<file path="config.mk">
export PLATFORM = sky130hd
export DESIGN_NAME = rank_beep_gen
export DESIGN_NICKNAME = d
export VERILOG_FILES = /design/src/rtl/rank_beep_gen_pkg.sv /design/src/rtl/rank_beep_gen_sync.sv /design/src/rtl/rank_beep_gen.sv
export SDC_FILE = /design/constraint.sdc
export NUM_CORES = 1
export LEC_CHECK = 0
export CAP_MARGIN = 20
export CORE_ASPECT_RATIO = 1.25
export CORE_UTILIZATION = 68
export CTS_BUF_LIST = sky130_fd_sc_hd__clkbuf_2
export CTS_CLUSTER_DIAMETER = 50
export DETAILED_ROUTE_END_ITERATION = 7
export PLACE_DENSITY = 0.87
export SLEW_MARGIN = 20
export SYNTH_ARGS = -nofsm -noshare
export SYNTH_HDL_FRONTEND = slang
export SYNTH_SLANG_ARGS = --single-unit
</file>
<file path="constraint.sdc">
create_clock -name clk -period 5.43 [get_ports clk]
set_input_delay 1.3575 -clock clk [delete_from_list [all_inputs] [get_ports clk]]
set_output_delay 1.3575 -clock clk [all_outputs]
set_load 0.01 [all_outputs]
</file>
<file path="src/rtl/rank_beep_gen_pkg.sv">
// Shared definitions for the rank-change sound blocks: rank encoding,
// player state, default tone timing and counter sizing helpers.
package rank_beep_gen_pkg;

    // Rank encoding used on active_rank and internally
    localparam logic [1:0] RANK_NONE = 2'd0;
    localparam logic [1:0] RANK_1    = 2'd1;
    localparam logic [1:0] RANK_2    = 2'd2;
    localparam logic [1:0] RANK_3    = 2'd3;

    // Tone player state
    typedef enum logic {
        IDLE = 1'b0,
        PLAY = 1'b1
    } state_e;

    // Default timing at 100 MHz: 1 s tone, 1760 / 1319 / 880 Hz squares
    localparam int DEF_BEEP_CYCLES = 100_000_000;
    localparam int DEF_HALF_P1     = 28409;
    localparam int DEF_HALF_P2     = 37908;
    localparam int DEF_HALF_P3     = 56818;

    // Cycles after reset release during which toggles are ignored
    localparam int ARM_CYCLES = 3;

    function automatic int max3(input int a, input int b, input int c);
        int m;
        m = (a > b) ? a : b;
        return (m > c) ? m : c;
    endfunction

    // Counter width for a terminal count of n-1; never narrower than 1 bit
    function automatic int cnt_w(input int n);
        return (n > 1) ? $clog2(n) : 1;
    endfunction

endpackage

</file>
<file path="src/rtl/rank_beep_gen_sync.sv">
// One input lane: 2-flop synchroniser, previous-value register and a
// registered toggle pulse. Pulses are suppressed until the block is armed.
module toggle_sync_detect (
    input  logic clk,
    input  logic rst_n,
    input  logic sig_i,
    input  logic arm_i,
    output logic evt_o
);

    logic s1_q, s2_q, prev_q, evt_q;

    // Synchronise, track previous value and register the toggle pulse
    always_ff @(posedge clk or negedge rst_n) begin
        if (!rst_n) begin
            s1_q   <= 1'b0;
            s2_q   <= 1'b0;
            prev_q <= 1'b0;
            evt_q  <= 1'b0;
        end else begin
            s1_q   <= sig_i;
            s2_q   <= s1_q;
            prev_q <= s2_q;
            evt_q  <= arm_i & (s2_q ^ prev_q);
        end
    end

    assign evt_o = evt_q;

endmodule

</file>
<file path="src/rtl/rank_beep_gen.sv">
// Rank-change beeper: watches three toggle-style rank-change inputs and
// plays a fixed-length square tone whose pitch identifies the rank.
module rank_beep_gen
    import rank_beep_gen_pkg::*;
#(
    parameter int BEEP_CYCLES = DEF_BEEP_CYCLES,
    parameter int HALF_P1     = DEF_HALF_P1,
    parameter int HALF_P2     = DEF_HALF_P2,
    parameter int HALF_P3     = DEF_HALF_P3
) (
    input  logic       clk,
    input  logic       rst_n,
    input  logic       signal_sound_1,
    input  logic       signal_sound_2,
    input  logic       signal_sound_3,
    input  logic       mute,
    output logic       audio_out,
    output logic       amp_en,
    output logic       busy,
    output logic [1:0] active_rank
);

    localparam int DW = cnt_w(BEEP_CYCLES);
    localparam int TW = cnt_w(max3(HALF_P1, HALF_P2, HALF_P3));

    logic [2:0]    sig_vec;
    logic [2:0]    evt_vec;
    logic [1:0]    arm_q, arm_d;
    logic          armed;
    logic          evt_any;
    logic [1:0]    evt_rank;

    state_e        state_q, state_d;
    logic [DW-1:0] dur_q, dur_d;
    logic [TW-1:0] tone_q, tone_d;
    logic          phase_q, phase_d;
    logic [1:0]    rank_q, rank_d;

    assign sig_vec = {signal_sound_3, signal_sound_2, signal_sound_1};

    genvar g;
    generate
        for (g = 0; g < 3; g++) begin : g_sync
            toggle_sync_detect u_sync (
                .clk   (clk),
                .rst_n (rst_n),
                .sig_i (sig_vec[g]),
                .arm_i (armed),
                .evt_o (evt_vec[g])
            );
        end
    endgenerate

    // Half-period reload value for a given rank
    function automatic logic [TW-1:0] half_m1(input logic [1:0] r);
        case (r)
            RANK_1:  return TW'(HALF_P1 - 1);
            RANK_2:  return TW'(HALF_P2 - 1);
            default: return TW'(HALF_P3 - 1);
        endcase
    endfunction

    // Arm counter saturates once the synchronisers have settled after reset
    always_comb begin
        armed = (arm_q == 2'(ARM_CYCLES));
        arm_d = armed ? arm_q : arm_q + 2'd1;
    end

    // Arm counter register
    always_ff @(posedge clk or negedge rst_n) begin
        if (!rst_n) arm_q <= 2'd0;
        else        arm_q <= arm_d;
    end

    // Lowest rank number wins; losing simultaneous events are dropped
    always_comb begin
        evt_any  = |evt_vec;
        evt_rank = RANK_NONE;
        if      (evt_vec[0]) evt_rank = RANK_1;
        else if (evt_vec[1]) evt_rank = RANK_2;
        else if (evt_vec[2]) evt_rank = RANK_3;
    end

    // Next state: any event (re)starts a tone, otherwise run the counters
    always_comb begin
        state_d = state_q;
        dur_d   = dur_q;
        tone_d  = tone_q;
        phase_d = phase_q;
        rank_d  = rank_q;
        if (evt_any) begin
            state_d = PLAY;
            dur_d   = DW'(BEEP_CYCLES - 1);
            tone_d  = half_m1(evt_rank);
            phase_d = 1'b1;
            rank_d  = evt_rank;
        end else if (state_q == PLAY) begin
            if (tone_q == '0) begin
                phase_d = ~phase_q;
                tone_d  = half_m1(rank_q);
            end else begin
                tone_d  = tone_q - TW'(1);
            end
            if (dur_q == '0) begin
                state_d = IDLE;
                phase_d = 1'b0;
                tone_d  = '0;
                rank_d  = RANK_NONE;
            end else begin
                dur_d   = dur_q - DW'(1);
            end
        end
    end

    // Player state registers
    always_ff @(posedge clk or negedge rst_n) begin
        if (!rst_n) begin
            state_q <= IDLE;
            dur_q   <= '0;
            tone_q  <= '0;
            phase_q <= 1'b0;
            rank_q  <= RANK_NONE;
        end else begin
            state_q <= state_d;
            dur_q   <= dur_d;
            tone_q  <= tone_d;
            phase_q <= phase_d;
            rank_q  <= rank_d;
        end
    end

    // Outputs come straight from state so reset clears them at once;
    // mute only gates the pin, not the timing
    always_comb begin
        busy        = (state_q == PLAY);
        amp_en      = busy;
        active_rank = rank_q;
        audio_out   = phase_q & busy & ~mute;
    end

endmodule

</file>
; ---- Yosys cells after proc, flatten, opt, wreduce, memory -nomap -nowiden
; Cells that the tools add are included.
[word_totals]
wordCells = 68
inputBits = 6
out_inout_bits = 5
register_bits = 61
[op_classes]
n_eq_ne = 6
add_sub_neg = 3
reduce_logical = 9
n_mux = 22
bitwise_logic = 10
[op_table]
columns = operator, count
row1 = 27-bit 2-to-1 mux, 3
row2 = 16-bit 2-to-1 mux, 4
row3 = 16-bit case mux with 2 select lines, 2
row4 = 27-bit zero test, 1
row5 = "27-bit by 1-bit subtractor with 27-bit output, second input constant", 1
row6 = 16-bit zero test, 1
row7 = "16-bit by 1-bit subtractor with 16-bit output, second input constant", 1
row8 = 2-bit 2-to-1 mux, 6
row9 = 1-bit 2-to-1 mux, 7
row10 = "2-bit equality test, second input constant", 3
row11 = 2-bit AND reduction, 3
row12 = 1-bit bitwise AND, 5
row13 = "2-bit by 1-bit equality test with 1-bit output, second input constant", 2
row14 = 2-bit nonzero test, 2
row15 = 3-bit nonzero test, 1
row16 = 3-bit OR reduction, 1
row17 = 1-bit XOR, 3
row18 = "2-bit by 1-bit adder with 2-bit output, second input constant", 1
row19 = "2-bit inequality test, second input constant", 1
row20 = 1-bit inverter, 2

; ---- Logic depth before layout (Yosys ltp)
; Gate-level depths: netlist of run 1.
[depth]
ltp_word = 6
ltp_mapped = 8
depth_no_buf = 7

; ---- By module
; From an unflattened synthesis of run 1, not the netlist that was laid out.
[unflattened]
cells_unflattened = 335
area_unflattened_um2 = 3335.7
[modules_own_cells]
columns = mod, area_each_um2, instances, cells_per_inst, seq_area_each_um2
row1 = rank_beep_gen, 2990.4, 1, 317, 1226.2
row2 = toggle_sync_detect, 115.1, 3, 6, 100.1

; ---- Worst setup path after synthesis of run 1
; Ideal clock, no wire load.
[synth_timing]
path_type = in2out
startpoint = input mute
endpoint = output audio_out
slack_ns = 2.546
stages = 1
t_arrival_ns = 1.527
cell_sequence = nor2_1
[synth_via]
elab_chain_cells = 2
[synth_lines]
columns = element, line
row1 = start: declaration, rank_beep_gen.sv:16  ; input logic mute,
row2 = 1-bit inverter, rank_beep_gen.sv:138  ; audio_out = phase_q & busy & ~mute;
row3 = 1-bit bitwise AND, rank_beep_gen.sv:138
row4 = end: declaration, rank_beep_gen.sv:17  ; output logic audio_out,
; Every way passes these cells.

; ---- Worst setup path after layout of run 1
; Same ends and word-level chain as after synthesis.

==> metrics.md, run 1 <==
| Metric | Value |
|---|---|
| DIE AREA | `~0.0052 mm^2` |
| Worst-path fanout max | `1` |
| Setup Crit Path Kind | `in -> out` |
| WL final | `about 7.4 mm` |
| Die height | `80.7 um` |
| Setup crit start kind | `input pin` |
| Final GP Congestion | `around 0.87` |
| Hold Path Sink | `g_sync[1].u_sync.s2_q` |
| Pins Over Slew Limit | `0` |
| CTS tree | `done` |
| R2r worst-path depth | `7` |
| Warnings from Yosys | `0` |
| Post-CTS setup buffers | `0` |
| Leakage | `approximately 1.4 nW` |
| Clk_lat worst skew | `about 0.51 ns` |
| FF+latch count, synth | `61` |
| Max Freq | `0.267 GHz` |
| CP endpoint kind | `output pin` |
| Synth Cell Area | `roughly 0.0034 mm^2` |
| Cell Rows | `28` |
| Ys flop type | `dfrtp_1` |
| Hold path start | `g_sync[1].u_sync.s1_q` |
| Initial antenna violation count | `0` |
| Ports | `11` |
| Async set-reset flop share out of synthesis | `100%` |
| Worst r2r dst | `tone_q[12]` |
| Sequential-to-total area share from yosys stat | `around 45%` |
| CTS Hold Bufs | `0` |
| Setup TNS | `0 ns` |
| Core Util, Final | `approximately 77%` |
| Period utilization | `69.0%` |
| Status | `finished clean` |
| Post-route ant nets | `0` |
| Fillers | `between 300 and 400` |
| Initial DRC count | `380` |
| Reg-to-reg setup timing slack | `roughly 3 ns` |
| Worst relative slew slack | `between 20% and 30%` |
| IO buf count | `10` |
| Nets | `around 370` |
| Largest net degree at the start of global routing | `62` |
| Worst-margin pin slew | `around 1.0 ns` |
| Final Hold Vio Count | `0` |
| Mapped Cells | `338` |
| Critical R2R Launch | `tone_q[0]` |
| Ant diodes | `0` |
| Area added between synthesis and finish | `8.47%` |
| Vias in the first global route | `2581` |
| DP HPWL | `4.91 mm` |
| Maximum root-to-sink buffer count | `2` |
| Detailed-route via count | `between 2000 and 3000` |
| Synth Area per Inst | `roughly 10 um^2` |
| Worst vdd ir | `~0.33 mV` |
| Syn Nets | `approximately 360` |
| CP arrival | `approximately 2.4 ns` |
| Clk root buf | `clkbuf_2` |
| Final min period | `between 3 and 4 ns` |
| Core area | `roughly 0.0047 mm^2` |
| Residual DRC | `0` |
| Vias per inst | `between 6 and 7` |
| CTS HTree Levels | `3` |
| GRT Residual Overflow | `0` |
| Post-cts gate resize count | `0` |
| Setup Skew | `roughly 0.035 ns` |
| Pwr/cell area | `271 mW/mm^2` |
| WHS Path Cells | `0` |
| Layout cells sized above 1 | `between 10% and 20%` |
| Worst-path clk slew | `approximately 0.19 ns` |
| Hold WC Path Type | `reg -> reg` |
| Req. time, crit path | `4.07 ns` |
| Die span in x | `around 65 um` |
| Number of synthesized flops with an enable pin | `0` |
| Synth cell types | `~60` |
| TritonRoute pass-1 iters | `5` |
| TritonCTS Sinks | `61` |
| Inserted Clock Buffers | `9` |
| GRT Overall Usage | `a little under a third` |
| Final setup fails | `0` |
| Initial core utilization | `71.2%` |
| First-pass GRT wire length | `~12 mm` |
| DR WL/cell | `17.9 um` |
| Setup repair after global routing missed its margin | `no` |
| MaxCap Viol Count | `0` |
sequential cells by signal, indices dropped and copies added (netlist names), 2 cells and up:
signal                count
g_sync.u_sync.s2_q        3
g_sync.u_sync.s1_q        3
g_sync.u_sync.evt_o       3
g_sync.u_sync.prev_q      3
arm_q                     2
tone_q                   16
dur_q                    27
active_rank               2
cell type report:
class	count	area, um^2	area share (%)
multi-input cells	250	1740	47.6
flip-flops and latches	61	1530	41.8
repair buffers	12	110	3.01
clock inverters	7	97.6	2.67
well taps	60	75.1	2.06
inverters	16	60.1	1.64
clock buffers	9	45.0	1.23
synthesized netlist by cell type, types with 3 or more instances:
library cell | instances | area (um^2)
nand2_1 | 26 | 97.6
nor4_1 | 4 | 25.0
and4_1 | 4 | 35.0
o31ai_1 | 7 | 52.6
mux2i_1 | 3 | 30.0
nand3_1 | 12 | 60.1
o211ai_1 | 4 | 30.0
xor2_1 | 12 | 105
nand3b_1 | 3 | 22.5
or3_1 | 7 | 43.8
nor2_1 | 28 | 105
inv_1 | 16 | 60.1
and2_1 | 6 | 37.5
a221o_1 | 10 | 100
clkbuf_1 | 7 | 26.3
a211o_1 | 3 | 26.3
ha_1 | 12 | 150
o21ai_0 | 13 | 65.1
xnor2_1 | 7 | 61.3
a21oi_1 | 15 | 75.1
nor4_2 | 4 | 50.1
nand4_1 | 10 | 62.6
dfrtp_1 | 61 | 1530
or4_1 | 4 | 30.0
nor3_1 | 14 | 70.1
a21o_1 | 4 | 30.0
critical path, cell delays in order:
cell	delay (ns)
clkdlybuf4s50_1	0.40
nor2_1	0.10
clkdlybuf4s50_1	0.53
layer usage:
| metal | vias to the layer above | global-route usage [%] | part of all wire [%] |
|---|---|---|---|
| li1 | 1286 | - | - |
| met1 | 1381 | 39.4 | 42 |
| met2 | 92 | 52.6 | 51 |
| met3 | 14 | 5.97 | 4.5 |
| met4 | 0 | 12.0 | 1.9 |
| met5 | - | 0 | 0 |
report_power, final:
group          switching, W  leakage [nW]  internal [W]  total [W]
combinational     0.0000760         0.687     0.0000594   0.000135
sequential        0.0000361         0.654      0.000482   0.000518
clock              0.000183        0.0785      0.000153   0.000336
layout by cell type (no fill, tap or decap), types with 9 or more instances in the layout:
cell type	synthesis	layout
nor2_1	28	28
inv_1	16	16
nand2_1	26	26
ha_1	12	12
a21oi_1	15	15
nand3_1	12	12
nand4_1	10	10
clkdlybuf4s50_1	0	9
o21ai_0	13	13
dfrtp_1	61	61
a221o_1	10	10
nor3_1	14	13
clkbuf_2	0	9
xor2_1	12	12
through the flow:
step / cell area [um^2] / hold slack (ns) / power [W] / instances / setup WS [ns]
6_report: 3650 / 0.378 / 0.000990 / 415 / 1.69
2_1_floorplan: 3370 / 0.331 / 0.000607 / 338 / 2.55
3_5_place_dp: 3510 / 0.339 / 0.000656 / 399 / 1.69
5_1_grt: 3650 / 0.397 / 0.00103 / 415 / 1.63
3_3_place_gp: 3510 / 0.332 / 0.000649 / 399 / 1.69
4_1_cts: 3650 / 0.380 / 0.000991 / 415 / 1.68
cells by family (layout without fill, tap and decap cells):
| group | after synthesis | count (layout) | synth area share [%] |
|---|---|---|---|
| XOR/XNOR | 19 | 19 | 4.94 |
| buffers and inverters | 27 | 44 | 3.20 |
| flip-flops | 61 | 61 | 45.3 |
| adder cells (fa/ha/maj) | 12 | 12 | 4.46 |
| AND/OR/NAND/NOR | 140 | 140 | 24.7 |
| multiplexers | 4 | 4 | 1.23 |
| AO/OA/AOI/OAI | 75 | 75 | 16.1 |
how the worst max path moves through the flow:
stage          from   endpoint  slack (ns)  cells past startpoint
4_1_cts        mute  audio_out        1.68                      3
3_3_place_gp   mute  audio_out        1.69                      3
5_1_grt        mute  audio_out        1.63                      3
6_report       mute  audio_out        1.69                      3
2_1_floorplan  mute  audio_out        2.55                      1
3_5_place_dp   mute  audio_out        1.69                      3
Note: power is estimated with default switching activity, not from simulation.
==> run 2: changes to the inputs <==
CORE_UTILIZATION = 63   (was 68)
PLACE_DENSITY = 0.82   (was 0.87)
clock period = 3.47 ns   (was 5.43 ns; I/O delays follow)
==> run 2 against run 1 <==
Compared with the run above: power rose by 50%; cell area increased by 0.24%; register-to-register slack got worse by 1.9 ns; wire length fell by 6.3%; global-route usage down 3.1 points; sequential cell count unchanged; core utilization fell by 5.7 points; die area increased by 7.7%; combinational power grew 58%; clock power is 37% higher; clock-buffer cell count is the same; critical endpoint unchanged; largest cell class unchanged; highest routed layer unchanged.
==> metrics.md, run 2 (same netlist as run 1, synthesis figures left out) <==
| Metric | Value |
|---|---|
| Top Registers | `dur_q (27), tone_q (16)` |
| Initial core utilization | `65.8%` |
| Period utilization | `80.1%` |
| Nets | `between 300 and 400` |
| Initial DRC count | `around 260` |
| Ports | `11` |
| Total internal power | `0.00102 W` |
| TritonRoute pass-1 iters | `4` |
| WL final | `about 7.0 mm` |
| Area added between synthesis and finish | `8.73%` |
| TritonCTS Sinks | `just over 60` |
| Inserted Clock Buffers | `9` |
| Post-route ant nets | `0` |
| MaxCap Viol Count | `0` |
| CTS HTree Levels | `3` |
| Reg power frac | `a little over half` |
| Worst-path fanout max | `1` |
| Setup Crit Path Kind | `in -> out` |
| Post-CTS setup buffers | `0` |
| Post-cts gate resize count | `0` |
| IO buf count | `10` |
| GRT Overall Usage | `~28%` |
| Switching power | `about 0.00046 W` |
| DP HPWL | `approximately 4.8 mm` |
| Core Util, Final | `between 70 and 80%` |
| Setup TNS | `0 ns` |
| Leakage | `1.43 nW` |
| Worst-margin pin slew | `just over 0.8 ns` |
| CTS Hold Bufs | `0` |
| Clk root buf | `clkbuf_2` |
| Final Hold Vio Count | `0` |
| Vias per inst | `between 6 and 7` |
| CP arrival | `about 1.9 ns` |
| Pwr/cell area | `405 mW/mm^2` |
| Maximum root-to-sink buffer count | `2` |
| GRT Residual Overflow | `0` |
| Commonest non-fill, non-tap cell in the layout | `dfrtp_1` |
| Worst-path clk slew | `about 0.19 ns` |
| Final GP Congestion | `0.899` |
| Largest net degree at the start of global routing | `30` |
| Vias in the first global route | `approximately 2600` |
| Hold WC Path Type | `in -> async` |
| Clk_lat worst skew | `about 0.52 ns` |
| Cell Rows | `29` |
| DR WL/cell | `about 17 um` |
| Setup crit start kind | `input pin` |
| Worst relative slew slack | `between 40 and 50%` |
| CP endpoint kind | `output pin` |
| Gate power share | `between 10% and 20%` |
| First-pass GRT wire length | `11.8 mm` |
| Req. time, crit path | `between 2 and 3 ns` |
| Sw Share | `a little under a third` |
| Layout cells sized above 1 | `between 10% and 20%` |
| Die span in x | `around 67 um` |
| Setup Skew | `roughly 0.018 ns` |
| Setup repair after global routing missed its margin | `no` |
| Die height | `~84 um` |
| Clk pwr share | `a little under a third` |
| Pins Over Slew Limit | `0` |
| Final min period | `around 2.8 ns` |
| Final setup fails | `0` |
| Most frequent cells in the layout | `61 x dfrtp_1, 28 x nor2_1, 26 x nand2_1` |
| Status | `finished clean` |
| Worst vdd ir | `roughly 0.37 mV` |
| Detailed-route via count | `between 2000 and 3000` |
| Largest reg by FF count | `dur_q` |
| DIE AREA | `0.00564 mm^2` |
| Ant diodes | `0` |
| Max FFs per register | `27` |
| Core area | `0.00512 mm^2` |
| Max Freq | `0.360 GHz` |
| Initial antenna violation count | `0` |
| Residual DRC | `0` |
| CTS tree | `done` |
==> run 2: cell count changes in the layout (fill, tap and decap cells not counted) <==
cell	previous run	this run
buf_4	2	6
bufinv_16	2	1
clkinv_2	1	2
clkinvlp_4	2	1
inv_6	1	2
==> run 2: worst paths after layout <==
path                       slack (ns)  cells past startpoint                    end                   from
max                              0.69                      3              audio_out                   mute
min                              0.36                      1              tone_q[1]                  rst_n
max reg2reg                      1.09                      5             tone_q[12]              dur_q[19]
min reg2reg                      0.38                      0  g_sync[1].u_sync.s2_q  g_sync[1].u_sync.s1_q
max in group asynchronous        2.42                      2              dur_q[21]                  rst_n
min in group clk                 0.38                      0  g_sync[1].u_sync.s2_q  g_sync[1].u_sync.s1_q
==> run 2: per-layer routing <==
layer  routed length, um  track usage [%]  vias up
met4                 153             13.0        0
li1                    -                -     1288
met2                3470             43.6       54
met5                   0                0        -
met1                3080             37.5     1308
met3                 269             5.33       11
==> run 2: through the flow <==
stage	instance area, um^2	instances	total power [W]	worst slack (ns)	hold WS, ns
global route	3660	421	0.00155	0.568	0.373
detailed placement	3540	405	0.00103	0.681	0.340
floorplan	3370	338	0.000950	1.34	0.331
global placement	3540	405	0.00103	0.708	0.332
finish	3660	421	0.00148	0.689	0.357
CTS	3660	421	0.00148	0.681	0.379
==> run 2: critical path: stages <==
cell and delay [ns]:
clkdlybuf4s50_1 0.40, nor2_1 0.11, clkdlybuf4s50_1 0.54
==> run 2: final cells by class <==
| class | count | area, um^2 |
|---|---|---|
| Fill cell | 362 | 1460 |
| Clock buffer | 9 | 45.0 |
| Multi-Input combinational cell | 250 | 1740 |
| Timing Repair Buffer | 16 | 140 |
| Clock inverter | 7 | 73.8 |
| Tap cell | 62 | 77.6 |
| Sequential cell | 61 | 1530 |
| Inverter | 16 | 60.1 |
==> run 2: power by group through the flow <==
stage          combinational [W]  clock [W]  sequential (W)
2_1_floorplan           0.000143          0        0.000807
3_3_place_gp            0.000208          0        0.000818
3_5_place_dp            0.000213          0        0.000820
4_1_cts                 0.000214   0.000463        0.000807
5_1_grt                 0.000240   0.000497        0.000815
6_report                0.000213   0.000461        0.000809
==> run 3: changes to the inputs <==
CORE_UTILIZATION = 57   (was 63)
PLACE_DENSITY = 0.78   (was 0.82)
clock period = 2.35 ns   (was 3.47 ns; I/O delays follow)
==> run 3 against run 2 <==
Compared with the run above: clock power grew 71%; global-route usage fell by 2.3 points; clock-buffer cell count is the same; critical endpoint unchanged; core utilization decreased by 3.0 points; power rose by 56%.
==> metrics.md, run 3 (same netlist as run 1, synthesis figures left out) <==
| Metric | Value |
|---|---|
| Status | `finished clean` |
| Worst relative slew slack | `~55%` |
| Core Util, Final | `between 60% and 70%` |
| Residual DRC | `0` |
| IO buf count | `10` |
| DP HPWL | `roughly 5.1 mm` |
| Pwr/cell area | `between 600 and 700 mW/mm^2` |
| Die span in x | `approximately 71 um` |
| GRT Residual Overflow | `0` |
| Clk_lat worst skew | `roughly 0.5 ns` |
| Final setup fails | `0` |
| Max Freq | `~0.44 GHz` |
| DP Cell Count | `420` |
| TritonCTS Sinks | `between 60 and 70` |
| Switching power | `0.000687 W` |
| Req. time, crit path | `around 1.8 ns` |
| Most frequent cells in the layout | `60 x dfrtp_1, 28 x nor2_1, 26 x nand2_1` |
| GRT Overall Usage | `25.9%` |
| Leakage | `approximately 1.5 nW` |
| Final min period | `between 2 and 2.5 ns` |
| Period utilization | `96.9%` |
| Largest reg by FF count | `dur_q` |
| Pins Over Slew Limit | `0` |
| Final GP Congestion | `between 0.8 and 0.9` |
| MaxCap Viol Count | `0` |
| Worst r2r dst | `tone_q[7]` |
| Ant diodes | `0` |
| CTS HTree Levels | `3` |
| Hold WC Path Type | `in -> async` |
| Ports | `11` |
| Final Hold Vio Count | `0` |
| Core area | `~0.0056 mm^2` |
| Vias in the first global route | `2705` |
| Worst-path clk slew | `approximately 0.20 ns` |
| R2r worst-path depth | `5` |
| Area added between synthesis and finish | `13.1%` |
| Setup crit start kind | `flop` |
| Total internal power | `between 0.0015 and 0.002 W` |
| Worst vdd ir | `0.528 mV` |
| Reg-to-reg setup timing slack | `0.08 ns` |
| Worst-margin pin slew | `0.660 ns` |
| Commonest non-fill, non-tap cell in the layout | `dfrtp_1` |
| Largest net degree at the start of global routing | `38` |
| Setup TNS | `0 ns` |
| Die height | `87.9 um` |
| Sw Share | `~30%` |
| Nets | `around 390` |
| Inserted Clock Buffers | `9` |
| Cell Rows | `30` |
| Max FFs per register | `27` |
| Post-route ant nets | `0` |
| Initial core utilization | `a little over 60%` |
| CTS tree | `done` |
| Gate power share | `14.2%` |
| CP arrival | `around 1.7 ns` |
| DIE AREA | `a little over 0.006 mm^2` |
| CP endpoint kind | `output pin` |
| Setup Crit Path Kind | `reg -> out` |
| Worst-path fanout max | `4` |
| Layout Cells excl Fill | `roughly 440` |
| Setup Skew | `about 0.026 ns` |
| Layout cells sized above 1 | `16.8%` |
| First-pass GRT wire length | `approximately 12 mm` |
| Initial DRC count | `between 100 and 150` |
| Detailed-route via count | `around 2800` |
| TritonRoute pass-1 iters | `5` |
| Clk root buf | `clkbuf_2` |
| Initial antenna violation count | `0` |
| Critical R2R Launch | `dur_q[7]` |
| Clk pwr share | `34.1%` |
| DR WL/cell | `about 17 um` |
| Maximum root-to-sink buffer count | `2` |
| Top Registers | `dur_q (27), tone_q (16)` |
| Reg power frac | `about half` |
| WL final | `~7.4 mm` |
| Vias per inst | `approximately 6.4` |
run 3: cell types whose count changed in the layout (fill, tap and decap cells not counted):
cell | before | now
dfrtp_2 | 0 | 1
clkinv_2 | 2 | 0
clkinv_1 | 0 | 1
bufinv_16 | 1 | 2
dfrtp_1 | 61 | 60
buf_4 | 6 | 22
run 3: worst max path at each step:
stage,from,end,slack (ns),depth (start not counted)
floorplan,tone_q[0],tone_q[12],0.32,7
global placement,mute,audio_out,0.14,3
detailed placement,dur_q[0],dur_q[8],0.12,7
CTS,amp_en,audio_out,0.06,3
global route,dur_q[0],tone_q[7],-0.02,7
finish,amp_en,audio_out,0.07,3
run 3: power groups by stage:
stage / logic (W) / clock network [W] / registers, W
after floorplan: 0.000211 / 0 / 0.00119
after global placement: 0.000321 / 0 / 0.00121
after detailed placement: 0.000329 / 0 / 0.00121
after CTS: 0.000332 / 0.000803 / 0.00119
after global routing: 0.000372 / 0.000837 / 0.00120
final: 0.000330 / 0.000788 / 0.00120
run 3: cell type report:
cell class / count / area, um^2
fillers: 460 / 1750
multi-input cells: 250 / 1740
flip-flops and latches: 61 / 1530
repair buffers: 32 / 260
clock inverters: 7 / 97.6
well taps: 64 / 80.1
inverters: 16 / 60.1
clock buffers: 9 / 45.0
run 3: critical path, cell delays in order, from the launching register on:
cell and delay (ns):
dfrtp_2 0.45, nand2_1 0.09, nor2_1 0.10, clkdlybuf4s50_1 0.54
run 3: timing repair:
item / CTS / global route
endpoints found under the setup margin: 3 / 1
pin swaps: 0 / 1
buffers inserted: 2 / 1
hold buffers: 0 / 0
gates resized for setup: 1 / 0
run 3: routing by layer:
| layer | wire length [um] | global-route usage, % | up-vias |
|---|---|---|---|
| met2 | 3740 | 44.8 | 82 |
| met5 | 0 | 0 | - |
| li1 | - | - | 1321 |
| met1 | 3160 | 30.7 | 1404 |
| met3 | 380 | 6.90 | 18 |
| met4 | 159 | 11.1 | 0 |
run 3: stage by stage:
stage | worst slack [ns] | area (um^2) | hold WS (ns) | total power [W]
final | 0.0730 | 3810 | 0.0324 | 0.00231
after CTS | 0.0554 | 3800 | 0.00716 | 0.00233
after detailed placement | 0.117 | 3640 | 0.343 | 0.00154
after global placement | 0.140 | 3640 | 0.333 | 0.00153
after global routing | -0.0195 | 3810 | 0.0253 | 0.00241
after floorplan | 0.320 | 3370 | 0.292 | 0.00140
